## src/rtl/rpc_echo_copy_engine.sv

```systemverilog
// Per-flow RPC echo engine: reads a request header and payload from the rx ring,
// writes the echoed (or pattern-filled) response into the tx ring, then advances both pointers.
module rpc_echo_copy_engine #(
  parameter int DATA_W    = 256,
  parameter int FLOW_ID_W = 8,
  parameter int PTR_W     = 14,
  parameter int ECHO_MODE = 1
) (
  input  logic                            clk,
  input  logic                            rst,
  input  logic                            flow_val,
  input  logic [FLOW_ID_W-1:0]            flow_id,
  output logic                            flow_rdy,
  output logic                            requeue_val,
  input  logic                            requeue_rdy,
  output logic [FLOW_ID_W-1:0]            cur_flowid,
  input  logic [PTR_W:0]                  rx_head_ptr,
  input  logic [PTR_W:0]                  rx_commit_ptr,
  input  logic [PTR_W:0]                  tx_head_ptr,
  input  logic [PTR_W:0]                  tx_tail_ptr,
  output logic                            ptr_wr_val,
  output logic [PTR_W:0]                  ptr_wr_rx_head,
  output logic [PTR_W:0]                  ptr_wr_tx_tail,
  output logic                            rd_req_val,
  input  logic                            rd_req_rdy,
  output logic [PTR_W:0]                  rd_req_offset,
  output logic [15:0]                     rd_req_size,
  input  logic                            rd_data_val,
  output logic                            rd_data_rdy,
  input  logic [DATA_W-1:0]               rd_data,
  input  logic                            rd_data_last,
  output logic                            wr_req_val,
  input  logic                            wr_req_rdy,
  output logic [PTR_W:0]                  wr_req_ptr,
  output logic [15:0]                     wr_req_size,
  output logic                            wr_data_val,
  input  logic                            wr_data_rdy,
  output logic [DATA_W-1:0]               wr_data,
  output logic                            wr_data_last,
  output logic [$clog2(DATA_W/8)-1:0]     wr_data_padbytes
);
  localparam int HB   = DATA_W / 8;
  localparam int PADW = $clog2(HB);
  localparam int PW   = PTR_W + 1;
  localparam int CW   = (PTR_W + 2 > 17) ? PTR_W + 2 : 17;
  localparam bit ECHO = (ECHO_MODE != 0);
  localparam logic [PTR_W:0]    HB_P = HB[PTR_W:0];
  localparam logic [15:0]       HB16 = HB[15:0];
  localparam logic [DATA_W-1:0] FILL = {HB{8'hA5}};

  typedef enum logic [3:0] {
    S_IDLE, S_PTR, S_HDR_CHK, S_HDR_REQ, S_HDR_DATA,
    S_SAT_CHK, S_XFER_REQ, S_STREAM, S_UPDATE, S_REQUEUE
  } state_t;

  state_t         state, next;
  logic [PTR_W:0] rx_head, rx_commit, tx_head, tx_tail;
  logic [15:0]    rd_len, wr_len, bytes_left;
  logic           rd_req_done, wr_req_done, rd_end, wr_end;

  logic [PTR_W:0] rx_used, tx_used;
  logic [15:0]    out_len;
  logic [CW-1:0]  rx_avail, tx_free, tx_cap;
  logic           sat_ok, rd_beat, wr_beat;

  assign rx_used  = rx_commit - rx_head;
  assign tx_used  = tx_tail - tx_head;
  assign out_len  = ECHO ? rd_len : wr_len;
  assign tx_cap   = CW'(1) << PTR_W;
  // only evaluated in SAT_CHK, where rx_used >= HB is already established
  assign rx_avail = CW'(rx_used - HB_P);
  assign tx_free  = tx_cap - CW'(tx_used);
  assign sat_ok   = (rx_avail >= CW'(rd_len)) && (CW'(tx_used) <= tx_cap) &&
                    (tx_free >= CW'(out_len));

  assign rd_beat = rd_data_val && rd_data_rdy;
  assign wr_beat = wr_data_val && wr_data_rdy;

  assign ptr_wr_rx_head   = rx_head + HB_P + PW'(rd_len);
  assign ptr_wr_tx_tail   = tx_tail + PW'(out_len);
  assign wr_data          = ECHO ? rd_data : FILL;
  assign wr_data_last     = ECHO ? rd_data_last : (bytes_left <= HB16);
  assign wr_data_padbytes = '0 - out_len[PADW-1:0];

  always_comb begin
    next          = state;
    flow_rdy      = 1'b0;
    requeue_val   = 1'b0;
    ptr_wr_val    = 1'b0;
    rd_req_val    = 1'b0;
    rd_req_offset = rx_head + HB_P;
    rd_req_size   = rd_len;
    wr_req_val    = 1'b0;
    wr_req_ptr    = tx_tail;
    wr_req_size   = out_len;
    rd_data_rdy   = 1'b0;
    wr_data_val   = 1'b0;
    case (state)
      S_IDLE: begin
        flow_rdy = 1'b1;
        if (flow_val) next = S_PTR;
      end
      S_PTR:     next = S_HDR_CHK;
      S_HDR_CHK: next = (rx_used < HB_P) ? S_REQUEUE : S_HDR_REQ;
      S_HDR_REQ: begin
        rd_req_val    = 1'b1;
        rd_req_offset = rx_head;
        rd_req_size   = HB16;
        if (rd_req_rdy) next = S_HDR_DATA;
      end
      S_HDR_DATA: begin
        rd_data_rdy = 1'b1;
        if (rd_data_val) next = S_SAT_CHK;
      end
      S_SAT_CHK: next = sat_ok ? S_XFER_REQ : S_REQUEUE;
      S_XFER_REQ: begin
        rd_req_val = !rd_req_done;
        wr_req_val = !wr_req_done;
        if ((rd_req_done || rd_req_rdy) && (wr_req_done || wr_req_rdy)) next = S_STREAM;
      end
      S_STREAM: begin
        if (ECHO) begin
          rd_data_rdy = !rd_end && wr_data_rdy;
          wr_data_val = !wr_end && rd_data_val;
        end else begin
          rd_data_rdy = 1'b1;
          wr_data_val = !wr_end;
        end
        if (rd_end && wr_end) next = S_UPDATE;
      end
      S_UPDATE: begin
        ptr_wr_val = 1'b1;
        next       = S_REQUEUE;
      end
      S_REQUEUE: begin
        requeue_val = 1'b1;
        if (requeue_rdy) next = S_IDLE;
      end
      default: next = S_IDLE;
    endcase
  end

  always_ff @(posedge clk or posedge rst) begin
    if (rst) begin
      state       <= S_IDLE;
      cur_flowid  <= '0;
      rx_head     <= '0;
      rx_commit   <= '0;
      tx_head     <= '0;
      tx_tail     <= '0;
      rd_len      <= '0;
      wr_len      <= '0;
      bytes_left  <= '0;
      rd_req_done <= 1'b0;
      wr_req_done <= 1'b0;
      rd_end      <= 1'b0;
      wr_end      <= 1'b0;
    end else begin
      state <= next;
      case (state)
        S_IDLE: if (flow_val) cur_flowid <= flow_id;
        S_PTR: begin
          rx_head   <= rx_head_ptr;
          rx_commit <= rx_commit_ptr;
          tx_head   <= tx_head_ptr;
          tx_tail   <= tx_tail_ptr;
        end
        S_HDR_DATA: if (rd_data_val) begin
          rd_len <= rd_data[DATA_W-1 -: 16];
          wr_len <= rd_data[DATA_W-17 -: 16];
        end
        // zero-length sides are marked finished up front so they are never requested or awaited
        S_SAT_CHK: begin
          rd_req_done <= (rd_len == '0);
          wr_req_done <= (out_len == '0);
          rd_end      <= (rd_len == '0);
          wr_end      <= (out_len == '0);
          bytes_left  <= wr_len;
        end
        S_XFER_REQ: begin
          if (rd_req_val && rd_req_rdy) rd_req_done <= 1'b1;
          if (wr_req_val && wr_req_rdy) wr_req_done <= 1'b1;
        end
        S_STREAM: begin
          if (rd_beat && rd_data_last) rd_end <= 1'b1;
          if (wr_beat) begin
            bytes_left <= bytes_left - HB16;
            if (wr_data_last) wr_end <= 1'b1;
          end
        end
        default: ;
      endcase
    end
  end
endmodule

```

## config.mk

```make
export PLATFORM = sky130hd
export DESIGN_NAME = rpc_echo_copy_engine
export DESIGN_NICKNAME = d
export VERILOG_FILES = /design/src/rtl/rpc_echo_copy_engine.sv
export SDC_FILE = /design/constraint.sdc
export NUM_CORES = 1
export LEC_CHECK = 0
export CAP_MARGIN = 10
export CORE_AREA = 5 5 272 274
export DETAILED_ROUTE_END_ITERATION = 10
export DIE_AREA = 0 0 277 279
export PLACE_DENSITY = 0.36
export SLEW_MARGIN = 20
export SYNTH_ARGS = -nofsm -noshare
export SYNTH_HDL_FRONTEND = slang
export SYNTH_SLANG_ARGS = --single-unit
```

## constraint.sdc

```tcl
create_clock -name clk -period 5.32 [get_ports clk]
set_clock_uncertainty 0.15 [all_clocks]
set_input_delay 1.064 -clock clk [delete_from_list [all_inputs] [get_ports clk]]
set_output_delay 1.064 -clock clk [all_outputs]
set_load 0.05 [all_outputs]
```

==> metrics.yaml, run 1 <==
outcome:
  status: "completed"
critical_path:
  end_kind: "output port"
  ff2ff_path_depth: 20
  r2r_setup_slack_ns: 0.53
  cp_max_fo: 4
  worstReg2RegEnd: "state[2]"
  worstPathRequired_ns: 4.11
  worst-endpoint-arrival_ns: 3.83
  timing.rr.start: "wr_req_ptr[0]"
  crit_type: "flip-flop to output port"
  setup.worst_path.start_class: "flip-flop"
logic_synthesis:
  synth-edff-count: 0
  synth_cells: 1153
  syn_area_sq_um: 9850
  synth-seq-cells: 92
  synth-seq-area-share_pct: 23.4
  synth_warnings: 0
  synth-async-reset-ratio_pct: 100
  synth_cell_types: 66
  ys.flop_type: "dfrtp_1"
  syn-mean-instance-area_sq_um: 8.54
  synth_fp_nets: 1584
floorplanning:
  rows: 98
  dieArea_sq_um: 77300
  boundaryPins: 702
  die_w_um: 277
  coreArea_sq_um: 71100
  floorplan.initialDensity_pct: 13.8
  die-height_um: 279
route:
  vias_per_cell: 3.73
  wl_per_cell_um: 22.7
  drt-initial-drc-count: 393
  postRouteWirelength_um: 47200
  vias: 7736
  drc: 0
  drt-pass1-iter-count: 4
  ant_nets: 0
worst_hold_path:
  hp-start: "cur_flowid[2]"
  hold_depth: 1
  hp-class: "flip-flop to flip-flop"
  whs_endpoint: "cur_flowid[2]"
sta:
  setup_violations: 0
  rsz0062_at_grt: "no"
  max_freq_mhz: 198
  fin_hold_ws_ns: 0.360
  hold_violations: 0
  maxSlewHeadroom_pct: 49.6
  maxSlewViolCount: 0
  min_period_ns: 5.04
  finalSetupTns_ns: 0
  finalCritPeriodShare_pct: 94.8
  worst_pin_slew_ns: 0.756
clock_tree:
  clock_sinks: 92
  ctsRootBufferMaster: "clkbuf_16"
  h-tree-depth: 3
  cts_tree: "done"
  clkSlewWorstSetupHoldPaths_ns: 0.09
  clockBufferDepth: 2
  cts_made_buffers: 9
  clk_latency_ns: 0.39
  hold_buffers: 0
global_route:
  grt-ovfl-total: 0
  grt_pass1_vias: 8397
  track_usage_pct: 11.9
  grt_first_pass_wirelength_um: 65700
  antenna_found_initial: 11
  grt_max_degree: 52
place:
  io_buffers: 221
  routabilityCongestion: 0.793
  dp_hpwl_um: 40900
layout:
  final_common_cell: "clkdlybuf4s50_1"
  final_net_count: 1549
  drive_gt1_share_pct: 10.3
  mostFrequentLayoutCells: "clkdlybuf4s50_1, ha_1, dfrtp_1, inv_1, nor2_1"
  area_growth_pct: 18.0
run:
  cap_violations: 0
==> cell families after synthesis <==
| group | after synthesis | synth area share [%] |
|---|---|---|
| flops | 92 | 23.4 |
| compound gates | 192 | 12.6 |
| mux | 56 | 6.38 |
| simple gates | 273 | 13.6 |
| xor+xnor | 82 | 7.52 |
| buf+inv | 360 | 23.7 |
| fa+ha+maj | 98 | 12.8 |
==> layer usage <==
metal | GRT usage (%) | up-vias | share of wire (%)
met5 | 1.95 | - | 0.62
met4 | 4.08 | 20 | 3.2
met3 | 7.50 | 123 | 13
met2 | 21.3 | 358 | 50
met1 | 10.9 | 3620 | 33
li1 | - | 3615 | -
==> synthesized netlist by cell type (5+ instances only) <==
cell        n  area (sq um)
and3_1      7          43.8
nand4_1    13          81.3
ha_1       94          1180
nand2_1    70           263
a21oi_1    41           205
o21ai_0    62           310
nor2b_1     5          31.3
nand3_1    23           115
nor2_1     73           274
clkbuf_1   18          67.6
buf_4     263          1970
a21o_1     18           135
dfrtp_1    92          2300
xnor2_1    62           543
nand2b_1   16           100
o21a_1      6          45.0
xor2_1     17           149
a211oi_1    8          60.1
nor4_1     13          81.3
mux2_2     54           608
a31oi_1    10          62.6
inv_1      79           297
a21boi_0    5          37.5
nor3_1     25           125
==> state kept, by name (all words and copies together) (netlist names), 4 cells and up <==
name and flops:
state 4, rx_commit 15, cur_flowid 8, tx_head 15, wr_req_ptr 15, wr_req_size 16
rx_head 15
==> worst max path at each step <==
stage,end,slack (ns),startpoint
final,ptr_wr_rx_head[13],0.28,rx_head[1]
after floorplan,ptr_wr_tx_tail[14],0.37,wr_req_size[0]
after global placement,state[2],0.60,wr_req_ptr[0]
after global routing,ptr_wr_rx_head[14],0.02,wr_req_size[1]
after detailed placement,state[2],0.50,wr_req_ptr[0]
after CTS,ptr_wr_tx_tail[14],0.09,wr_req_size[0]
==> final cells by class <==
| cell class | instances | area [sq um] |
|---|---|---|
| fillers | 8057 | 59500 |
| multi-input cells | 701 | 5230 |
| repair buffers | 235 | 2320 |
| flip-flops and latches | 92 | 2300 |
| well taps | 950 | 1190 |
| inverters | 79 | 299 |
| clock buffers | 10 | 229 |
| clock inverters | 6 | 56.3 |
| diodes | 2 | 5.00 |
==> per-stage QoR <==
step / utilization, % / setup WS [ns] / cell area (sq um) / std cells
after global routing: 16.3 / 0.0170 / 11600 / 2074
final: 16.3 / 0.277 / 11600 / 2075
after detailed placement: 15.9 / 0.503 / 11300 / 2057
after CTS: 16.3 / 0.0949 / 11600 / 2073
after global placement: 15.9 / 0.595 / 11300 / 2057
after floorplan: - / 0.369 / 9850 / 1153
==> what timing repair did <==
| action | 4_1_cts | 5_1_grt |
|---|---|---|
| resized for setup | 0 | 4 |
| setup endpoints to repair | 0 | 3 |
| buffers inserted | 0 | 0 |
==> critical path: stages, from the launching register on <==
cell             delay [ns]
dfrtp_1                0.44
ha_1                   0.31
a21o_1                 0.15
a21oi_1                0.24
o21ai_0                0.13
a21o_1                 0.22
a21oi_1                0.31
o211ai_1               0.19
a31o_2                 0.27
a21oi_1                0.17
xnor2_1                0.14
clkdlybuf4s50_1        0.87
Power of run 1 is left out: the tool's default activity adds up to more than one toggle a clock period on the data nets, which glitch-free logic cannot reach.
==> inputs of run 2 (changes only) <==
- CAP_MARGIN: 10 -> default
==> results of run 2 <==
Same layout as run 1: the final DEF is identical, and so are final timing and power.
Power of run 2 is left out for the same reason.
